[src/rtl/alu_ctrl_if.sv]
// Bundle of the request, operand and unit-handshake signals around alu_ctrl.
// The slave modport is the controller itself; the master modport is whatever
// surrounds it (requester plus the logic and arith units).
interface alu_ctrl_if;
    logic        start;
    logic [3:0]  opcode;
    logic [15:0] a_in;
    logic [15:0] b_in;
    logic [15:0] op_a;
    logic [15:0] op_b;
    logic        log_cs;
    logic        ari_cs;
    logic [1:0]  op_sub;
    logic        log_rdy;
    logic        ari_rdy;
    logic [15:0] log_out_d;
    logic [15:0] ari_out_d;
    logic [15:0] result;
    logic        zf;
    logic        busy;
    logic        done;
    logic        err;

    modport master (
        output start, opcode, a_in, b_in, log_rdy, ari_rdy, log_out_d, ari_out_d,
        input  op_a, op_b, log_cs, ari_cs, op_sub, result, zf, busy, done, err
    );

    modport slave (
        input  start, opcode, a_in, b_in, log_rdy, ari_rdy, log_out_d, ari_out_d,
        output op_a, op_b, log_cs, ari_cs, op_sub, result, zf, busy, done, err
    );
endinterface

[src/rtl/alu_ctrl.sv]
// Sequencer that hands one operation to either the logic or the arith unit,
// follows the unit's ready handshake (drop = accepted, rise = result valid),
// captures the result and reports done, or err on an illegal unit / timeout.
module alu_ctrl #(
    parameter int TIMEOUT = 15
) (
    input  logic     clk,
    input  logic     rst,
    alu_ctrl_if.slave bus
);

    typedef enum logic [2:0] {
        IDLE      = 3'd0,
        ISSUE     = 3'd1,
        WAIT_ACK  = 3'd2,
        WAIT_DONE = 3'd3,
        DONE      = 3'd4,
        ERR       = 3'd5
    } state_t;

    localparam int             CW        = (TIMEOUT < 2) ? 1 : $clog2(TIMEOUT + 1);
    localparam logic [CW-1:0]  WAIT_LAST = CW'(TIMEOUT - 1);

    // Only unit codes 0 (logic) and 1 (arith) exist.
    function automatic logic unit_legal(input logic [1:0] unit);
        logic ok;
        case (unit)
            2'b00:   ok = 1'b1;
            2'b01:   ok = 1'b1;
            default: ok = 1'b0;
        endcase
        return ok;
    endfunction

    state_t        state_r;
    state_t        state_s;
    logic [CW-1:0] wait_cnt_r;
    logic          wait_clr_s;
    logic          wait_inc_s;
    logic          capture_s;
    logic          unit_ari_r;
    logic [15:0]   op_a_r;
    logic [15:0]   op_b_r;
    logic [1:0]    op_sub_r;
    logic [15:0]   result_r;
    logic          zf_r;
    logic          log_cs_r;
    logic          ari_cs_r;
    logic          busy_r;
    logic          done_r;
    logic          err_r;
    logic          sel_rdy_s;
    logic [15:0]   sel_out_s;

    // Look only at the selected unit so the idle unit's X/Z never leaks in.
    always_comb begin
        sel_rdy_s = 1'b0;
        sel_out_s = 16'h0000;
        if (unit_ari_r) begin
            sel_rdy_s = bus.ari_rdy;
            sel_out_s = bus.ari_out_d;
        end else begin
            sel_rdy_s = bus.log_rdy;
            sel_out_s = bus.log_out_d;
        end
    end

    // Next-state decode plus wait-counter and capture controls.
    always_comb begin
        state_s    = state_r;
        wait_clr_s = 1'b0;
        wait_inc_s = 1'b0;
        capture_s  = 1'b0;
        case (state_r)
            IDLE: begin
                if (bus.start) begin
                    if (unit_legal(bus.opcode[3:2])) begin
                        state_s = ISSUE;
                    end else begin
                        state_s = ERR;
                    end
                end else begin
                    state_s = IDLE;
                end
            end
            ISSUE: begin
                state_s    = WAIT_ACK;
                wait_clr_s = 1'b1;
            end
            WAIT_ACK: begin
                if (!sel_rdy_s) begin
                    state_s    = WAIT_DONE;
                    wait_clr_s = 1'b1;
                end else if (wait_cnt_r == WAIT_LAST) begin
                    state_s = ERR;
                end else begin
                    wait_inc_s = 1'b1;
                end
            end
            WAIT_DONE: begin
                if (sel_rdy_s) begin
                    state_s   = DONE;
                    capture_s = 1'b1;
                end else if (wait_cnt_r == WAIT_LAST) begin
                    state_s = ERR;
                end else begin
                    wait_inc_s = 1'b1;
                end
            end
            DONE:    state_s = IDLE;
            ERR:     state_s = IDLE;
            default: state_s = IDLE;
        endcase
    end

    // State register.
    always_ff @(posedge clk or posedge rst) begin
        if (rst) begin
            state_r <= IDLE;
        end else begin
            state_r <= state_s;
        end
    end

    // Per-phase wait counter, cleared whenever a wait phase is entered.
    always_ff @(posedge clk or posedge rst) begin
        if (rst) begin
            wait_cnt_r <= '0;
        end else if (wait_clr_s) begin
            wait_cnt_r <= '0;
        end else if (wait_inc_s) begin
            wait_cnt_r <= wait_cnt_r + {{(CW-1){1'b0}}, 1'b1};
        end else begin
            wait_cnt_r <= wait_cnt_r;
        end
    end

    // Latch operands and opcode on an accepted start; held until the next one.
    always_ff @(posedge clk or posedge rst) begin
        if (rst) begin
            op_a_r     <= 16'h0000;
            op_b_r     <= 16'h0000;
            op_sub_r   <= 2'b00;
            unit_ari_r <= 1'b0;
        end else if ((state_r == IDLE) && bus.start) begin
            op_a_r     <= bus.a_in;
            op_b_r     <= bus.b_in;
            op_sub_r   <= bus.opcode[1:0];
            unit_ari_r <= bus.opcode[2];
        end else begin
            op_a_r     <= op_a_r;
            op_b_r     <= op_b_r;
            op_sub_r   <= op_sub_r;
            unit_ari_r <= unit_ari_r;
        end
    end

    // Result and zero flag change only on a successful completion.
    always_ff @(posedge clk or posedge rst) begin
        if (rst) begin
            result_r <= 16'h0000;
            zf_r     <= 1'b0;
        end else if (capture_s) begin
            result_r <= sel_out_s;
            zf_r     <= (sel_out_s == 16'h0000);
        end else begin
            result_r <= result_r;
            zf_r     <= zf_r;
        end
    end

    // Registered status and chip selects, derived from the state being entered.
    always_ff @(posedge clk or posedge rst) begin
        if (rst) begin
            log_cs_r <= 1'b0;
            ari_cs_r <= 1'b0;
            busy_r   <= 1'b0;
            done_r   <= 1'b0;
            err_r    <= 1'b0;
        end else begin
            if (state_s == ISSUE) begin
                log_cs_r <= (bus.opcode[3:2] == 2'b00);
                ari_cs_r <= (bus.opcode[3:2] == 2'b01);
            end else begin
                log_cs_r <= 1'b0;
                ari_cs_r <= 1'b0;
            end
            busy_r <= (state_s != IDLE);
            done_r <= (state_s == DONE);
            err_r  <= (state_s == ERR);
        end
    end

    assign bus.op_a   = op_a_r;
    assign bus.op_b   = op_b_r;
    assign bus.op_sub = op_sub_r;
    assign bus.result = result_r;
    assign bus.zf     = zf_r;
    assign bus.log_cs = log_cs_r;
    assign bus.ari_cs = ari_cs_r;
    assign bus.busy   = busy_r;
    assign bus.done   = done_r;
    assign bus.err    = err_r;

endmodule

[src/flat_wrapper.sv]
// flat-port wrapper written by rule: the top's interface ports become plain ports
module alu_ctrl_flat 
#(
    parameter int TIMEOUT = 15
)
  (clk, rst, bus_start, bus_opcode, bus_a_in, bus_b_in, bus_log_rdy, bus_ari_rdy, bus_log_out_d, bus_ari_out_d, bus_op_a, bus_op_b, bus_log_cs, bus_ari_cs, bus_op_sub, bus_result, bus_zf, bus_busy, bus_done, bus_err);
  alu_ctrl_if bus_i ();
  input  logic clk;
  input  logic rst;
  input wire logic [$bits(bus_i.start)-1:0] bus_start;
  input wire logic [$bits(bus_i.opcode)-1:0] bus_opcode;
  input wire logic [$bits(bus_i.a_in)-1:0] bus_a_in;
  input wire logic [$bits(bus_i.b_in)-1:0] bus_b_in;
  input wire logic [$bits(bus_i.log_rdy)-1:0] bus_log_rdy;
  input wire logic [$bits(bus_i.ari_rdy)-1:0] bus_ari_rdy;
  input wire logic [$bits(bus_i.log_out_d)-1:0] bus_log_out_d;
  input wire logic [$bits(bus_i.ari_out_d)-1:0] bus_ari_out_d;
  output wire logic [$bits(bus_i.op_a)-1:0] bus_op_a;
  output wire logic [$bits(bus_i.op_b)-1:0] bus_op_b;
  output wire logic [$bits(bus_i.log_cs)-1:0] bus_log_cs;
  output wire logic [$bits(bus_i.ari_cs)-1:0] bus_ari_cs;
  output wire logic [$bits(bus_i.op_sub)-1:0] bus_op_sub;
  output wire logic [$bits(bus_i.result)-1:0] bus_result;
  output wire logic [$bits(bus_i.zf)-1:0] bus_zf;
  output wire logic [$bits(bus_i.busy)-1:0] bus_busy;
  output wire logic [$bits(bus_i.done)-1:0] bus_done;
  output wire logic [$bits(bus_i.err)-1:0] bus_err;
  assign bus_i.start = bus_start;
  assign bus_i.opcode = bus_opcode;
  assign bus_i.a_in = bus_a_in;
  assign bus_i.b_in = bus_b_in;
  assign bus_i.log_rdy = bus_log_rdy;
  assign bus_i.ari_rdy = bus_ari_rdy;
  assign bus_i.log_out_d = bus_log_out_d;
  assign bus_i.ari_out_d = bus_ari_out_d;
  assign bus_op_a = bus_i.op_a;
  assign bus_op_b = bus_i.op_b;
  assign bus_log_cs = bus_i.log_cs;
  assign bus_ari_cs = bus_i.ari_cs;
  assign bus_op_sub = bus_i.op_sub;
  assign bus_result = bus_i.result;
  assign bus_zf = bus_i.zf;
  assign bus_busy = bus_i.busy;
  assign bus_done = bus_i.done;
  assign bus_err = bus_i.err;
  alu_ctrl #(.TIMEOUT(TIMEOUT)) u_core (.clk(clk), .rst(rst), .bus(bus_i));
endmodule
[config.mk]
export PLATFORM = sky130hd
export DESIGN_NAME = alu_ctrl_flat
export DESIGN_NICKNAME = d
export VERILOG_FILES = /design/src/rtl/alu_ctrl_if.sv /design/src/rtl/alu_ctrl.sv /design/src/flat_wrapper.sv
export SDC_FILE = /design/constraint.sdc
export NUM_CORES = 1
export LEC_CHECK = 0
export ABC_AREA = 1
export CORE_MARGIN = 3
export CORE_UTILIZATION = 46
export CTS_BUF_LIST = sky130_fd_sc_hd__clkbuf_8
export DETAILED_ROUTE_END_ITERATION = 8
export MAX_ROUTING_LAYER = met4
export PLACE_DENSITY = 0.86
export RECOVER_POWER = 25
export SLEW_MARGIN = 5
export SYNTH_ARGS = -nofsm -noshare
export SYNTH_HDL_FRONTEND = slang
export SYNTH_SLANG_ARGS = --single-unit
export TNS_END_PERCENT = 1
[constraint.sdc]
create_clock -name clk -period 4.25 [get_ports clk]
set_input_delay 0.85 -clock clk [delete_from_list [all_inputs] [get_ports clk]]
set_output_delay 0.85 -clock clk [all_outputs]
set_load 0.01 [all_outputs]
==> reports/qor.yml <==
core_area_mm2: 0.00571
drive_above_1_share_pct: 15.1
fmax_mhz: 386
p_per_area_mw_per_mm2: 702
cts_hold_buf: 0
die_w_um: 84.1
status: "completed"
slew_headroom_pct: 10.3
drc_errors: 0
clock_path_buffers: 2
die_area_mm2: 0.00707
ant_nets: 0
first_iter_violations: 95
cts_buffers: 9
firstDrtPassIters: 4
yosysWarningCount: 0
crit_type: "register to register"
worstHoldPathType: "register to register"
cts.clk_slew.worst_paths_ns: 0.07
rsz0062_at_grt: "false"
crit_family: "simple AND/OR/NAND/NOR gates"
crit_path_end_kind: "register"
cp_max_fo: 23
die_h_um: 84.1
dp_slack_ns: 1.59
multiInputGateArea_mm2: 0.00107
regArea_mm2: 0.00160
track_usage_pct: 23.4
cts_root_buf: "clkbuf_8"
ys_ff_latch: 64
grt_pass1_vias: 2490
worstPathRequired_ns: 4.52
grt_pass1_wl_um: 12500
syn-num-nets: 348
holdWs_ns: 0.498
grt_antenna_before_repair: 0
h-tree-depth: 3
max_stage_delay_ns: 0.86
layout_setup_ws_ns: 1.66
hold_violations: 0
syn_inst: 273
cts_setup_buffers: 0
gp_congestion: 0.809
ys_seq_area_share_pct: 57.1
grt_max_degree: 38
drv_slew: 0
setup_viol_count_final: 0
slowest_stage: "dfrtp_1"
ios: 129
overflow: 0
path_buf_inv: 1
layout.nets: 480
synth_cell_types: 23
leakage_nw: 1.96
area_delta_synth_final_pct: 53.9
fillers: 384
cp.arrival_ns: 2.86
cts.repair.resized: 0
antenna_cells: 0
viasPerCell: 4.91
syn_area_mm2: 0.00281
clock_skew_ns: 0.0102
period_needed_ns: 2.59
period_share_pct: 60.9
row_count: 27
path_cells: "inv_1, nand2_1, nand2_2, nand2_1, nand2_2, nor2_2, nand3_1, nor2_1"
finalPower_w: 0.00303
io_buffers: 128
worst_pin_slew_ns: 1.34
via_count: 2366
cts_tree: "done"
dp_hpwl_um: 5540
drt-total-wl_um: 7700
setup.worst_path.start_class: "register"
start_util_pct: 49.1
setup_tns_ns: 0
clkSinkCount: 64
clk_latency_ns: 0.34
drv_cap: 0
syn-mean-instance-area_um2: 10.3
peakVddDrop_uv: 584
post_drt_wl_per_cell_um: 16.0
tightest hold or removal path: stages (launching register included):
cell and delay, ns:
dfrtp_1 0.34, nand2_1 0.05, o21ai_0 0.06
state kept, by name, summed over array words and instances (netlist names):
signal and count:
u_core.bus.err 1, u_core.bus.ari_cs 1, u_core.bus.done 1, u_core.state_r 3
u_core.unit_ari_r 1, u_core.bus.zf 1, u_core.bus.result 16, u_core.bus.op_sub 2
u_core.bus.op_b 16, u_core.bus.op_a 16, u_core.bus.busy 1, u_core.bus.log_cs 1
u_core.wait_cnt_r 4
metrics by stage:
stage,area [um^2],cells,utilization (%)
2_1_floorplan,2810,273,-
3_3_place_gp,4120,466,72.2
3_5_place_dp,4120,466,72.2
4_1_cts,4330,482,75.8
5_1_grt,4320,482,75.6
6_report,4320,482,75.6
per-layer routing:
metal | vias up | GRT usage [%] | part of all wire, % | wire (um)
met2 | 84 | 39.6 | 52 | 4040
met5 | - | - | 0 | 0
met3 | 15 | 6.22 | 6.0 | 460
li1 | 1156 | - | - | -
met4 | 0 | 8.63 | 2.5 | 195
met1 | 1111 | 26.6 | 39 | 3000
layout by cell type (no fill, tap or decap), types with 2 or more instances in the layout:
cell type and count:
clkinvlp_4 2, a31oi_1 12, nand2_2 4, a21oi_1 2
nand3_1 10, inv_1 14, dfrtp_1 64, mux2_2 34
nor2_2 2, nand2_1 74, clkbuf_8 10, nor2_4 2
nor2_1 32, clkdlybuf4s50_1 127, o21ai_0 7, ha_1 2
kinds of logic (layout without fill, tap and decap cells):
| family | after synthesis | in the layout | share of synthesized area, % |
|---|---|---|---|
| multiplexers | 34 | 34 | 13.6 |
| flip-flops | 64 | 64 | 57.1 |
| adder cells (fa/ha/maj) | 2 | 2 | 0.892 |
| AO/OA/AOI/OAI | 22 | 22 | 4.55 |
| XOR/XNOR | 1 | 1 | 0.312 |
| buffers and inverters | 24 | 161 | 4.42 |
| AND/OR/NAND/NOR | 126 | 126 | 19.1 |
worst paths after layout:
path                                             from                    end  slack [ns]  depth (start not counted)
worst min register to register  u_core.bus.result[14]  u_core.bus.result[14]        0.50                          2
worst max register to register      u_core.unit_ari_r      u_core.bus.ari_cs        1.66                          8
worst min-delay path            u_core.bus.result[14]  u_core.bus.result[14]        0.50                          2
max in group asynchronous                         rst    u_core.bus.op_a[11]        1.84                          3
min in group asynchronous                         rst     u_core.bus.op_a[9]        1.33                          2
worst max-delay path                u_core.unit_ari_r      u_core.bus.ari_cs        1.66                          8
cell type report:
class	instances	area share, %
clock buffers	10	3.19
clock inverters	6	1.56
well taps	72	2.09
multi-input cells	185	24.8
repair buffers	129	29.8
flip-flops and latches	64	37.1
inverters	16	1.45
cells in the mapped netlist:
master | count | area share, %
nand2_1 | 72 | 9.6
nand3b_1 | 1 | 0.27
mux2_2 | 34 | 14
ha_1 | 2 | 0.89
buf_6 | 3 | 1.2
nand2_4 | 1 | 0.40
nand3_1 | 10 | 1.8
inv_4 | 1 | 0.22
nor2_1 | 32 | 4.3
nor2_4 | 2 | 0.80
o21ai_0 | 7 | 1.2
nor2_2 | 2 | 0.45
buf_4 | 1 | 0.27
dfrtp_1 | 64 | 57
xor2_1 | 1 | 0.31
a31oi_1 | 12 | 2.7
nand3_2 | 1 | 0.36
a21o_1 | 1 | 0.27
a21oi_1 | 2 | 0.36
nand2_2 | 5 | 1.1
inv_1 | 13 | 1.7
buf_2 | 4 | 0.71
inv_2 | 2 | 0.27
power by group:
group,leakage [nW],switching [W],internal (W)
Clock,0.0989,0.000242,0.000288
Sequential,0.771,0.000182,0.000894
Combinational,1.09,0.000632,0.000792
Total,1.96,0.00106,0.00197
Note: power is estimated with default switching activity, not from simulation.
